File: config.mk
export PLATFORM = sky130hd
export DESIGN_NAME = speaker_pcm_flat
export DESIGN_NICKNAME = d
export VERILOG_FILES = /design/src/rtl/speaker_pcm_if.sv /design/src/rtl/speaker_pcm.sv /design/src/flat_wrapper.sv
export SDC_FILE = /design/constraint.sdc
export NUM_CORES = 1
export LEC_CHECK = 0
export ABC_CLOCK_PERIOD_IN_PS = 8300
export CORE_UTILIZATION = 45
export CTS_BUF_LIST = sky130_fd_sc_hd__clkbuf_16
export CTS_CLUSTER_DIAMETER = 150
export DETAILED_ROUTE_END_ITERATION = 7
export DONT_BUFFER_PORTS = 1
export GPL_TIMING_DRIVEN = 0
export PLACE_DENSITY_LB_ADDON = 0.12
export SETUP_SLACK_MARGIN = 0.5
export SLEW_MARGIN = 20
export SYNTH_ARGS = -nofsm -noshare
export SYNTH_HDL_FRONTEND = slang
export SYNTH_SLANG_ARGS = --single-unit
File: constraint.sdc
create_clock -name clk -period 8.3 [get_ports clk]
set_input_delay 0.83 -clock clk [delete_from_list [all_inputs] [get_ports clk]]
set_output_delay 0.83 -clock clk [all_outputs]
set_load 0.02 [all_outputs]
File: src/rtl/speaker_pcm_if.sv
// rtl/speaker_pcm_if.sv - PCM sample stream from speaker_pcm to the audio mixer
interface speaker_pcm_if;
  logic [15:0] sample_out;
  logic        sample_strobe;

  modport master (output sample_out, output sample_strobe);
  modport slave  (input  sample_out, input  sample_strobe);
endinterface

File: src/rtl/speaker_pcm.sv
// rtl/speaker_pcm.sv - PC speaker bit to 48 kHz signed PCM; optional DC blocker via SPEAKER_PCM_DCBLOCK_EN
module speaker_pcm #(
  parameter int OVS_RATE = 1536000,
  parameter int MIN_CLK  = 2000000
) (
  input  logic        clk,
  input  logic        rst,
  input  logic [27:0] clock_rate,
  input  logic        speaker_in,
  input  logic [1:0]  volume,
  speaker_pcm_if.master pcm
);

  localparam logic [27:0] OVS_STEP = 28'(OVS_RATE);
  localparam logic [27:0] MIN_RATE = 28'(MIN_CLK);

  logic [27:0] rate_q;
  logic [27:0] acc;
  logic [4:0]  tick_cnt;
  logic [5:0]  high_cnt;
  logic [15:0] sample_q;
  logic        strobe_q;

  logic        enabled;
  logic [28:0] acc_sum;
  logic        tick;
  logic [27:0] acc_new;
  logic        boundary;
  logic [5:0]  count;
  logic signed [15:0] raw;
  logic signed [15:0] level;
  logic signed [15:0] out_val;

  always_comb begin
    enabled  = (rate_q >= MIN_RATE);
    // 29-bit sum so a rate near the top of the 28-bit range cannot wrap the compare
    acc_sum  = {1'b0, acc} + {1'b0, OVS_STEP};
    tick     = enabled && (acc_sum >= {1'b0, rate_q});
    acc_new  = tick ? (acc_sum[27:0] - rate_q) : acc_sum[27:0];
    boundary = tick && (tick_cnt == 5'd31);
    count    = high_cnt + {5'd0, speaker_in};
    // c*2048 - 32768 for c<32 is c<<11 with the sign bit flipped
    raw      = count[5] ? 16'sh7FFF : $signed({~count[4], count[3:0], 11'b0});
    level    = raw >>> volume;
  end

`ifdef SPEAKER_PCM_DCBLOCK_EN
  logic signed [15:0] x_prev;
  logic signed [15:0] y_prev;
  logic signed [15:0] y_leak;
  logic signed [18:0] dc_sum;

  always_comb begin
    y_leak = y_prev >>> 8;
    dc_sum = {{3{level[15]}}, level} - {{3{x_prev[15]}}, x_prev}
           + {{3{y_prev[15]}}, y_prev} - {{3{y_leak[15]}}, y_leak};
    if (dc_sum > 19'sd32767)
      out_val = 16'sh7FFF;
    else if (dc_sum < -19'sd32768)
      out_val = 16'sh8000;
    else
      out_val = dc_sum[15:0];
  end

  always_ff @(posedge clk) begin
    if (rst || !enabled) begin
      x_prev <= '0;
      y_prev <= '0;
    end else if (boundary) begin
      x_prev <= level;
      y_prev <= out_val;
    end
  end
`else
  always_comb out_val = level;
`endif

  always_ff @(posedge clk) begin
    if (rst) begin
      rate_q <= '0;
    end else begin
      rate_q <= clock_rate;
    end
  end

  always_ff @(posedge clk) begin
    if (rst || !enabled) begin
      acc      <= '0;
      tick_cnt <= '0;
      high_cnt <= '0;
      sample_q <= '0;
      strobe_q <= 1'b0;
    end else begin
      acc      <= acc_new;
      strobe_q <= boundary;
      if (tick) begin
        tick_cnt <= tick_cnt + 5'd1;
        high_cnt <= boundary ? 6'd0 : count;
      end
      if (boundary) begin
        sample_q <= out_val;
      end
    end
  end

  assign pcm.sample_out    = sample_q;
  assign pcm.sample_strobe = strobe_q;

endmodule

File: src/flat_wrapper.sv
// flat-port wrapper written by rule: the top's interface ports become plain ports
module speaker_pcm_flat 
#(
  parameter int OVS_RATE = 1536000,
  parameter int MIN_CLK  = 2000000
)
  (clk, rst, clock_rate, speaker_in, volume, pcm_sample_out, pcm_sample_strobe);
  speaker_pcm_if pcm_i ();
  input  logic clk;
  input  logic rst;
  input  logic [27:0] clock_rate;
  input  logic speaker_in;
  input  logic [1:0] volume;
  output wire logic [$bits(pcm_i.sample_out)-1:0] pcm_sample_out;
  output wire logic [$bits(pcm_i.sample_strobe)-1:0] pcm_sample_strobe;
  assign pcm_sample_out = pcm_i.sample_out;
  assign pcm_sample_strobe = pcm_i.sample_strobe;
  speaker_pcm #(.OVS_RATE(OVS_RATE), .MIN_CLK(MIN_CLK)) u_core (.clk(clk), .rst(rst), .clock_rate(clock_rate), .speaker_in(speaker_in), .volume(volume), .pcm(pcm_i));
endmodule
# Word-level counts from Yosys, hierarchy flattened
# Cells that the tools add are included.
# Widths: inputs -> output; s select.
# word_totals
inputBits	33
register_bits	84
output_inout_bits	17
word_cells	22
# classes
n_bitwise	1
shift	1
n_addsub	4
n_lt_le_gt_ge	2
mux	3
eq_ne	1
n_reduce_logical	4
# ops
operator	count
$add 28x21->29 const B	1
$ge 29x28->1	1
$ge 28x21->1 const B	1
$mux 28	1
$sub 28x28->28	1
$mux 16	1
$sshr 16x2->16	1
$add 6x1->6	1
$mux 6	1
$add 5x1->5 const B	1
$eq 5x5->1 const B	1
$logic_and 1x1->1	2
$logic_not 1->1	1
$logic_or 1x1->1	1
$not 1->1	1

# Longest topological paths before layout
# depth
ltp_word	5
mapped_depth	18
depth_no_buf	17

# Least setup slack after synthesis
# OpenSTA, ideal clock, no wires.
# synth_path
path_type	reg2reg
start	register u_core.acc[12]
end	register u_core.high_cnt[3]
required_ns	8.229
t_arrival_ns	3.354
setup_time_ns	0.071
n_path_buf	0
synth_period_minus_slack_ns	3.424
path_stages_with_launch	16
setup_slack_ns	4.876
cell_sequence	dfxtp_1 > inv_1 > ha_1 > nand2b_1 > a2111o_1 > nand2_1 > xor2_1 > ha_1 > nand2_1 > o31a_1 > nor3_2 > and2b_1 > a2111oi_4 > or2_2 > or3_1 > a21oi_1
# synth_between
elab_chain_cells	5
# synth_rtl
element	line_no	text
from (decl)	speaker_pcm.sv:18	logic [27:0] acc;
from (signal assigned)	speaker_pcm.sv:94	acc <= acc_new;
$add 28x21->29 (*)	speaker_pcm.sv:37	acc_sum = {1'b0, acc} + {1'b0, OVS_STEP};
$ge 29x28->1 (*)	speaker_pcm.sv:38	tick = enabled && (acc_sum >= {1'b0, rate_q});
$logic_and 1x1->1 (*)	speaker_pcm.sv:38	
$logic_and 1x1->1	speaker_pcm.sv:40	boundary = tick && (tick_cnt == 5'd31);
$mux 6	speaker_pcm.sv:98	high_cnt <= boundary ? 6'd0 : count;
to (signal assigned)	speaker_pcm.sv:98	
to (decl)	speaker_pcm.sv:20	logic [5:0] high_cnt;
# Every way passes the cells marked *; elsewhere a longest branch is shown, timed or not.
# A chain may end at the register's enable or synchronous reset.

# Worst setup path after layout
# layout_path
start	register u_core.acc[12]
end	register u_core.acc[27]
# layout_between
elab_chain_cells	4
elab_cells_between_ends	5
cone_classes	add/sub: 2; order compare: 1; mux: 1; reduce/logical: 1
# layout_rtl
element	line_no	text
$add 28x21->29 (*)	speaker_pcm.sv:37	
$ge 29x28->1	speaker_pcm.sv:38	
$logic_and 1x1->1	speaker_pcm.sv:38	
$mux 28 (*)	speaker_pcm.sv:39	acc_new = tick ? (acc_sum[27:0] - rate_q) : acc_sum[27:0];
# Marks and branches as above.

==> flow_metrics.tcl <==
set metrics [dict create \
    outcome "complete, no violations" \
    area_growth_pct 8.94 \
    place_hpwl_um 9000 \
    clkLatencyLatePin_ns 0.34 \
    post_cts_buffers 0 \
    cp-end-kind "flip-flop" \
    port_buffers 0 \
    grt_pass1_wl_um 19500 \
    powerDensity_nw_per_um2 392 \
    synth_area_leaders "dfxtp_1 32%, ha_1 8.5%, nor2b_1 4.6%" \
    ys_top_cells_by_count "77 x dfxtp_1, 56 x nor2_1, 38 x inv_1" \
    root_buffer "clkbuf_16" \
    finalCritPeriodShare_pct 49.9 \
    fin_skew_ns 0.0101 \
    path_cells "inv_1 -> ha_1 -> nand2b_1 -> a2111o_1 -> a21oi_1 -> nor3_1 -> xnor2_1 -> ha_1 -> nand2_1 -> nor3_2 -> and2b_1 -> a2111oi_4 -> nor2_2 -> buf_4 -> nand3_1 -> o211ai_1" \
    ys_seq_area_share_pct 31.7 \
    synthMostInstantiatedCell "dfxtp_1" \
    p_leak_nw 2.07 \
    syn_inst 575 \
    clkTransAtPathRegs_ns 0.06 \
    yosysTopAreaCellShare_pct 31.7 \
    synth_fp_nets 642 \
    setup_viol 0 \
    async_reset_ff_share_pct 0 \
    ios 50 \
    worst_path_most_repeated_cell "ha_1" \
    gp_congestion 0.887 \
    cts_resized 0 \
    clock-sinks 77 \
    path_class "flip-flop to flip-flop" \
    grt_overflow 0 \
    clock.fmax_ghz 0.242 \
    layout-drive-gt1-share_pct 8.98 \
    track_usage_pct 22.2 \
    rsz0062_at_grt "false" \
    cp.required_ns 8.56 \
    finalSetupTns_ns 0 \
    fp.coreArea_um2 10400 \
    drc 0 \
    wl_per_cell_um 16.1 \
    netlist_area_um2 4870 \
    wl_um 11700 \
    ir_worst_vdd_v 0.000170 \
    vias_per_cell 5.64 \
    h-tree-depth 3 \
    cp_slowest_cell "a2111o_1" \
    arrival_ns 4.40 \
    ys_ff_latch 77 \
    cts_buffers 9 \
    num_vias 4097 \
    yosysTopAreaCell "dfxtp_1" \
    cpPeakStageDelay_ns 0.47 \
    n_antenna_cell 0 \
    antenna_found_initial 0 \
    drtIter0Drc 135 \
    cts_hold_buf 0 \
    dieArea_um2 11200 \
    grt_max_degree 14 \
    hold_class "flip-flop to flip-flop" \
    drv_slew 0 \
    hold_violations 0 \
    rows 37 \
    cts_tree "built" \
    syn_area_per_cell_um2 8.47 \
    start_util_pct 46.7 \
    post-route-util_pct 50.9 \
    postRouteAntennaNets 0 \
    min_period_ns 4.14 \
    critPathMaxFanout 10 \
    fp.dieW_um 106 \
    synth_cell_types 68 \
    seq_area_um2 1540 \
    n_fill_cell 1037 \
    nNetsFinal 653 \
    max_cap_violations 0 \
    multi_input_area_um2 3040 \
    grt_pass1_vias 4029 \
    tightest_slew_ns 0.800 \
    die_h_um 106 \
    ys.flop_type "dfxtp_1" \
    start_kind "flip-flop" \
    synth_edf_count 0 \
    drt-pass1-iter-count 4 \
    max-slew-margin-rel_pct 46.6 \
    ys_warn_count 0 \
    cts_buffer_depth 2 \
]
-- flip-flops by register name (all words and copies together), names as in the netlist --
name,cells
u_core.acc,28
u_core.rate_q,28
u_core.pcm.sample_out,9
u_core.high_cnt,6
u_core.tick_cnt,5
u_core.pcm.sample_strobe,1
-- stage by stage --
stage	std cells	area, µm²	worst slack (ns)	total power, mW	hold WS (ns)
after floorplan	575	4870	4.88	1.46	0.444
after global placement	711	5040	4.23	1.69	0.452
after detailed placement	711	5040	4.23	1.71	0.457
after CTS	726	5300	4.19	2.08	0.465
after global routing	726	5300	3.90	2.25	0.513
final	726	5300	4.16	2.08	0.468
-- placed cells by master, fill, tap and decap left out, types with 14 or more instances in the layout --
cell type,count
a21oi_1,31
xor2_1,18
nand2_1,31
ha_1,33
inv_1,38
nor2b_1,36
dfxtp_1,77
xnor2_1,17
nand3_1,28
o21ai_0,14
mux2i_1,14
nor2_1,56
o21a_1,14
-- routing by layer --
metal	vias to the layer above	routed length (µm)	track usage, %
met4	0	212	7.74
met5	-	0	0
met2	58	5480	37.4
li1	2073	-	-
met1	1950	5620	28.0
met3	16	344	4.54
-- kinds of logic (layout without fill, tap and decap cells) --
family,count (synthesis),after routing,share of synthesized area [%]
xor+xnor,35,35,6.30
simple gates,212,212,22.2
mux,16,16,3.34
buf+inv,64,79,5.96
compound gates,137,137,21.6
flops,77,77,31.7
fa+ha+maj,34,34,8.89
-- worst max-delay path: cells and delay by family, from the launching register on --
kind / cells / cell delay, ns
compound gates: 4 / 1.04
xor+xnor: 1 / 0.16
fa+ha+maj: 2 / 0.58
buf+inv: 2 / 0.43
flops: 1 / 0.34
simple gates: 7 / 1.48
-- layout make-up --
cell class	instances	share of cell area (%)
buffer	26	2.78
sequential	77	29.1
inverter	38	2.69
clock inverter	6	0.755
tap	136	3.21
clock buffer	9	4.25
multi-input combinational	434	57.3
-- worst paths after layout --
check,startpoint,endpoint,slack (ns),cells after the start
worst max-delay path,u_core.acc[12],u_core.acc[27],4.16,16
worst min-delay path,u_core.high_cnt[5],u_core.high_cnt[5],0.47,2
worst max register to register,u_core.acc[12],u_core.acc[27],4.16,16
worst min register to register,u_core.high_cnt[5],u_core.high_cnt[5],0.47,2
-- power breakdown --
group | leakage, nW | internal [mW] | switching, mW
combinational | 1.31 | 0.509 | 0.741
clock | 0.121 | 0.200 | 0.158
sequential | 0.633 | 0.425 | 0.0450
Note: power is estimated with default switching activity, not from simulation.
